<file path="src/rtl/pipe_stage_latch_if.sv">
// Handshake bundle between two pipeline stages: upstream (in_*) and downstream (out_*) sides.
// master = the surrounding pipeline/bench, slave = the stage register itself.
interface pipe_stage_latch_if #(
    parameter int INSTR_W = 16,
    parameter int PC_W    = 16
);
    logic               in_valid;
    logic               in_ready;
    logic [INSTR_W-1:0] in_instr;
    logic [PC_W-1:0]    in_pc;
    logic               in_mem_stall;
    logic               out_valid;
    logic               out_ready;
    logic [INSTR_W-1:0] out_instr;
    logic [PC_W-1:0]    out_pc;
    logic               out_real;

    modport master (
        output in_valid, in_instr, in_pc, in_mem_stall, out_ready,
        input  in_ready, out_valid, out_instr, out_pc, out_real
    );

    modport slave (
        input  in_valid, in_instr, in_pc, in_mem_stall, out_ready,
        output in_ready, out_valid, out_instr, out_pc, out_real
    );
endinterface

</file>
<file path="src/rtl/pipe_stage_latch.sv">
// IF/ID pipeline register with a 2-entry skid buffer, flush with optional NOP bubble,
// and a saturating tally of real instructions squashed by flush.
module pipe_stage_latch #(
    parameter int                 INSTR_W      = 16,
    parameter int                 PC_W         = 16,
    parameter logic [INSTR_W-1:0] NOP_INSTR    = INSTR_W'(16'h0800),
    parameter bit                 FLUSH_BUBBLE = 1'b1,
    parameter int                 CNT_W        = 8
) (
    input  logic             clk,
    input  logic             rst,
    pipe_stage_latch_if.slave bus,
    input  logic             flush,
    output logic [CNT_W-1:0] squash_cnt
);
    typedef struct packed {
        logic [INSTR_W-1:0] instr;
        logic [PC_W-1:0]    pc;
        logic               is_real;
    } entry_t;

    typedef enum logic [1:0] {EMPTY, ONE, TWO} occ_t;

    occ_t   state, state_n;
    entry_t h, h_n, s, s_n;
    entry_t nop_e, in_e;
    logic   acc, pop;
    logic   h_sq, s_sq, a_sq;
    logic [1:0]       inc;
    logic [CNT_W+1:0] sum;
    logic [CNT_W-1:0] cnt_n;

    assign nop_e = {NOP_INSTR, {PC_W{1'b0}}, 1'b0};
    assign in_e  = {bus.in_instr, bus.in_pc, ~bus.in_mem_stall & (bus.in_pc != '0)};

    // in_ready decodes the occupancy register only, so out_ready never reaches it.
    assign bus.in_ready  = (state != TWO);
    assign bus.out_valid = (state != EMPTY);
    assign bus.out_instr = h.instr;
    assign bus.out_pc    = h.pc;
    assign bus.out_real  = h.is_real;

    assign acc = bus.in_valid & bus.in_ready;
    assign pop = bus.out_valid & bus.out_ready;

    // A head that leaves this cycle through pop is consumed, not squashed.
    assign h_sq = (state != EMPTY) & h.is_real & ~pop;
    assign s_sq = (state == TWO) & s.is_real;
    assign a_sq = acc & in_e.is_real;
    assign inc  = flush ? (2'(h_sq) + 2'(s_sq) + 2'(a_sq)) : 2'd0;

    assign sum   = {2'b00, squash_cnt} + (CNT_W+2)'(inc);
    assign cnt_n = (|sum[CNT_W+1:CNT_W]) ? {CNT_W{1'b1}} : sum[CNT_W-1:0];

    always_comb begin
        state_n = state;
        h_n     = h;
        s_n     = s;
        if (flush) begin
            state_n = FLUSH_BUBBLE ? ONE : EMPTY;
            h_n     = nop_e;
            s_n     = nop_e;
        end else begin
            unique case (state)
                EMPTY: begin
                    if (acc) begin
                        state_n = ONE;
                        h_n     = in_e;
                    end
                end
                ONE: begin
                    if (acc && !pop) begin
                        state_n = TWO;
                        s_n     = in_e;
                    end else if (acc && pop) begin
                        h_n     = in_e;
                    end else if (pop) begin
                        state_n = EMPTY;
                        h_n     = nop_e;
                    end
                end
                TWO: begin
                    if (pop) begin
                        state_n = ONE;
                        h_n     = s;
                        s_n     = nop_e;
                    end
                end
                default: begin
                    state_n = EMPTY;
                    h_n     = nop_e;
                    s_n     = nop_e;
                end
            endcase
        end
    end

    always_ff @(posedge clk or negedge rst) begin
        if (!rst) begin
            state      <= EMPTY;
            h          <= nop_e;
            s          <= nop_e;
            squash_cnt <= '0;
        end else begin
            state      <= state_n;
            h          <= h_n;
            s          <= s_n;
            squash_cnt <= cnt_n;
        end
    end
endmodule

</file>
<file path="src/flat_wrapper.sv">
// flat-port wrapper written by rule: the top's interface ports become plain ports
module pipe_stage_latch_flat 
#(
    parameter int                 INSTR_W      = 16,
    parameter int                 PC_W         = 16,
    parameter logic [INSTR_W-1:0] NOP_INSTR    = INSTR_W'(16'h0800),
    parameter bit                 FLUSH_BUBBLE = 1'b1,
    parameter int                 CNT_W        = 8
)
  (clk, rst, flush, squash_cnt, bus_in_valid, bus_in_instr, bus_in_pc, bus_in_mem_stall, bus_out_ready, bus_in_ready, bus_out_valid, bus_out_instr, bus_out_pc, bus_out_real);
  pipe_stage_latch_if #(.INSTR_W(INSTR_W), .PC_W(PC_W)) bus_i ();
  input  logic clk;
  input  logic rst;
  input  logic flush;
  output logic [CNT_W-1:0] squash_cnt;
  input wire logic [$bits(bus_i.in_valid)-1:0] bus_in_valid;
  input wire logic [$bits(bus_i.in_instr)-1:0] bus_in_instr;
  input wire logic [$bits(bus_i.in_pc)-1:0] bus_in_pc;
  input wire logic [$bits(bus_i.in_mem_stall)-1:0] bus_in_mem_stall;
  input wire logic [$bits(bus_i.out_ready)-1:0] bus_out_ready;
  output wire logic [$bits(bus_i.in_ready)-1:0] bus_in_ready;
  output wire logic [$bits(bus_i.out_valid)-1:0] bus_out_valid;
  output wire logic [$bits(bus_i.out_instr)-1:0] bus_out_instr;
  output wire logic [$bits(bus_i.out_pc)-1:0] bus_out_pc;
  output wire logic [$bits(bus_i.out_real)-1:0] bus_out_real;
  assign bus_i.in_valid = bus_in_valid;
  assign bus_i.in_instr = bus_in_instr;
  assign bus_i.in_pc = bus_in_pc;
  assign bus_i.in_mem_stall = bus_in_mem_stall;
  assign bus_i.out_ready = bus_out_ready;
  assign bus_in_ready = bus_i.in_ready;
  assign bus_out_valid = bus_i.out_valid;
  assign bus_out_instr = bus_i.out_instr;
  assign bus_out_pc = bus_i.out_pc;
  assign bus_out_real = bus_i.out_real;
  pipe_stage_latch #(.INSTR_W(INSTR_W), .PC_W(PC_W), .NOP_INSTR(NOP_INSTR), .FLUSH_BUBBLE(FLUSH_BUBBLE), .CNT_W(CNT_W)) u_core (.clk(clk), .rst(rst), .bus(bus_i), .flush(flush), .squash_cnt(squash_cnt));
endmodule
</file>
<file path="config.mk">
export PLATFORM = sky130hd
export DESIGN_NAME = pipe_stage_latch_flat
export DESIGN_NICKNAME = d
export VERILOG_FILES = /design/src/rtl/pipe_stage_latch_if.sv /design/src/rtl/pipe_stage_latch.sv /design/src/flat_wrapper.sv
export SDC_FILE = /design/constraint.sdc
export NUM_CORES = 1
export LEC_CHECK = 0
export ABC_AREA = 1
export CAP_MARGIN = 30
export CELL_PAD_IN_SITES_DETAIL_PLACEMENT = 0
export CELL_PAD_IN_SITES_GLOBAL_PLACEMENT = 1
export CORE_UTILIZATION = 37
export CTS_BUF_LIST = sky130_fd_sc_hd__clkbuf_16
export CTS_CLUSTER_DIAMETER = 30
export DETAILED_ROUTE_END_ITERATION = 12
export PLACE_DENSITY = 0.78
export SYNTH_ARGS = -nofsm -noshare
export SYNTH_HDL_FRONTEND = slang
export SYNTH_SLANG_ARGS = --single-unit
</file>
<file path="constraint.sdc">
create_clock -name clk -period 3.6 [get_ports clk]
set_input_delay 0.72 -clock clk [delete_from_list [all_inputs] [get_ports clk]]
set_output_delay 0.72 -clock clk [all_outputs]
set_load 0.1 [all_outputs]
</file>
==> metrics.txt, run 1 <==
initial core utilization=0.385; adder-cell area share of the yosys netlist=0.0171; core region area=9860 um2; largest net degree at the start of global routing=52; vias per cell=4.95; final period utilization=0.919; Power Density=639 nW/um2; P&R area growth vs syn=34.7%; All-Layer GR Usage=0.200; slowest stage delay, CP=470 ps; Max VDD drop=0.000615 V; postcts setup bufs=0; sequential area share after synthesis=0.502; largest family of logic cells by synthesized area=simple AND/OR/NAND/NOR gates; HPWL Detailed=6310 um; Initial DRT Pass Iterations=4; Mapped Cells=467; Leak=0.00243 uW; syn_area_per_cell=8.13 um2; Pins Over Slew Limit=0; EDFF count, synth=0; IO Pins=81; syn nets=509; Max Cap Violations=0; path category of the worst min-delay check=in -> async; Worst R2R Path Depth=14; die area=10700 um2; crit path setup slack, layout=291 ps; Most used DFF post-synth=dfrtp_1; Slew headroom=0.325; CTS max path bufs=2; chip height=103 um; CP max-delay cell=clkdlybuf4s50_1; Crit path required time=3820 ps; 1st-iter DRT viols=99; RD Place Congestion=0.773; Syn. warnings=0; post-synthesis simple-gate area fraction=0.289; Setup Slack @ Placement=-116 ps; Tmin final=3310 ps; Clock Skew=9.11 ps; clock sinks=76; CP Cell Sequence=clkdlybuf4s50_1, nor2_1, nand2_1, nor2_2, nand2_1, nand3_1, fa_1, nor2_1, ha_1, inv_1, fa_1, inv_1, nand2_1, nor3b_2, nand2_1, nor3_1, a21oi_1; Skew-Pair Late Insertion Delay=330 ps; DR WL met3=482 um; drt wl/cell=14.1 um; Non-Filler Instances=693; initial antenna violation count=0; crit end category=flip-flop; routed wl met2=4430 um; mux cell area share after synthesis=0; R2R setup slack=720 ps; worst r2r src=u_core.state[0]$_DFFE_PN0P_; post-synthesis xor/xnor area fraction=0.00461; Mapped Area=3800 um2; CP Max Fanout=3; Tightest Pin Transition=1010 ps; CP startpoint kind=primary input; compound-cell area share of the yosys netlist=0.108; Fill cells=962; FMAX=302 MHz; Ant. Diodes=0; FP Rows=36; final hold vios=0; Die Width=103 um; most frequent cells in the layout=nand2_1 (143), clkdlybuf4s50_1 (76), dfrtp_1 (74), nand3_1 (62), o21ai_0 (43); # setup viols final=0; M1 WL=4710 um; final WL=9750 um; Unique masters post-synth=31; CTS tree=done; number of global-route vias before repair=3399; buffer type at the clock tree root=clkbuf_16; Port Buffers=80; DR vias=3432; Final #Nets=598; post-route antenna net violation count=0; Post-synth ARST share=1.00; Final Core Density=0.519; GRT overflow=0; CP Class=in -> reg; Max Used Layer=met4; CTS clock-pin slew for the worst setup and hold paths=60 ps; H-tree Lvls=3; post-route DRC violation count=0; most common cell after layout, fill and taps aside=nand2_1; Crit path top cell by count=nand2_1; first-pass GRT wire length=16300 um; Inserted Clock Buffers=9; Worst R2R End=u_core.squash_cnt[6]$_DFF_PN0_; unrepaired setup endpoints after global routing=no; CP arrival=3530 ps; Synth Register Bits=76; outcome=completed; placed cell count=678; share of cells above drive strength 1=0.136
-- layer usage --
metal,GRT usage,vias to the layer above
met5,0,-
met4,0.0661,0
met3,0.0343,11
met2,0.321,86
met1,0.276,1656
li1,-,1679
-- what timing repair did --
action                                  4_1_cts  5_1_grt
hold buffers                                  0        0
resized for setup                             0        2
endpoints found under the setup margin        0        3
-- power breakdown --
part / internal, uW / switching (uW) / leakage (uW) / total, uW
clock: 527 / 349 / 0.000138 / 875
combinational: 321 / 985 / 0.00129 / 1310
sequential: 996 / 91.0 / 0.00101 / 1090
-- cell families (layout without fill, tap and decap cells) --
kind of cell / after synthesis / in the layout
AND/OR/NAND/NOR: 243 / 243
flip-flops: 76 / 76
AO/OA/AOI/OAI: 72 / 72
buffers and inverters: 70 / 163
adder cells (fa/ha/maj): 4 / 4
XOR/XNOR: 2 / 2
-- per-stage QoR --
stage | setup TNS [ps] | total power [uW] | instance area, um2 | hold WS (ps)
4_1_cts | 0 | 3300 | 5110 | 311
3_5_place_dp | -256 | 2410 | 4830 | 461
2_1_floorplan | 0 | 2060 | 3800 | 424
3_3_place_gp | -106 | 2400 | 4800 | 463
5_1_grt | 0 | 3440 | 5110 | 319
6_report | 0 | 3270 | 5110 | 307
-- worst max path at each step --
stage | start | end | slack (ps) | depth (start not counted)
finish | bus_in_pc[8] | u_core.squash_cnt[6]$_DFF_PN0_ | 290 | 17
global route | bus_in_pc[8] | u_core.squash_cnt[4]$_DFF_PN0_ | 30 | 15
CTS | bus_in_pc[8] | u_core.squash_cnt[6]$_DFF_PN0_ | 210 | 17
detailed placement | bus_in_pc[8] | u_core.squash_cnt[6]$_DFF_PN0_ | -120 | 17
global placement | bus_in_pc[8] | u_core.squash_cnt[6]$_DFF_PN0_ | -100 | 17
floorplan | u_core.state[0]$_DFFE_PN0P_ | u_core.squash_cnt[6]$_DFF_PN0_ | 500 | 14
-- state kept, by name, indices dropped and copies added, names as in the netlist --
signal	cells
u_core.state	2
u_core.bus.out_real	1
u_core.squash_cnt	8
u_core.bus.out_pc	16
u_core.s	33
u_core.bus.out_instr	16
-- area by class of cell --
type / count / area (um2) / share of cell area
sequential: 76 / 1900 / 0.372
multi-input combinational: 321 / 1610 / 0.314
timing repair buffer: 101 / 981 / 0.192
clock buffer: 9 / 225 / 0.0440
inverter: 47 / 176 / 0.0345
tap: 133 / 166 / 0.0325
clock inverter: 6 / 56.3 / 0.0110
-- critical path: cells and delay by family --
family | cells | cell delay, ps
AO/OA/AOI/OAI | 1 | 60
adder cells (fa/ha/maj) | 3 | 970
buffers and inverters | 3 | 610
AND/OR/NAND/NOR | 10 | 1140
-- synthesized netlist by cell type, types with 2 or more instances --
library cell	n	area (um2)
o21ai_1	14	70.1
nand2_1	143	537
o21ai_2	9	78.8
nor2_2	5	31.3
inv_1	42	158
dfstp_2	2	52.6
clkbuf_1	4	15.0
nor2_1	16	60.1
ha_1	2	25.0
a21oi_1	3	15.0
nand3_1	62	310
buf_6	3	33.8
dfrtp_1	74	1850
nand4_1	2	12.5
buf_1	3	11.3
nand3_2	9	90.1
o21ai_0	43	215
fa_1	2	40.0
buf_2	13	65.1
inv_2	5	18.8
Power figures use the tool's default switching activity.
==> inputs of run 2 (changes only) <==
--- a/config.mk
+++ b/config.mk
@@ -17,3 +17,4 @@
 export SYNTH_ARGS = -nofsm -noshare
 export SYNTH_HDL_FRONTEND = slang
 export SYNTH_SLANG_ARGS = --single-unit
+export TNS_END_PERCENT = 10
==> results of run 2 <==
The final DEF is identical to that of run 1; final timing and power are the same.
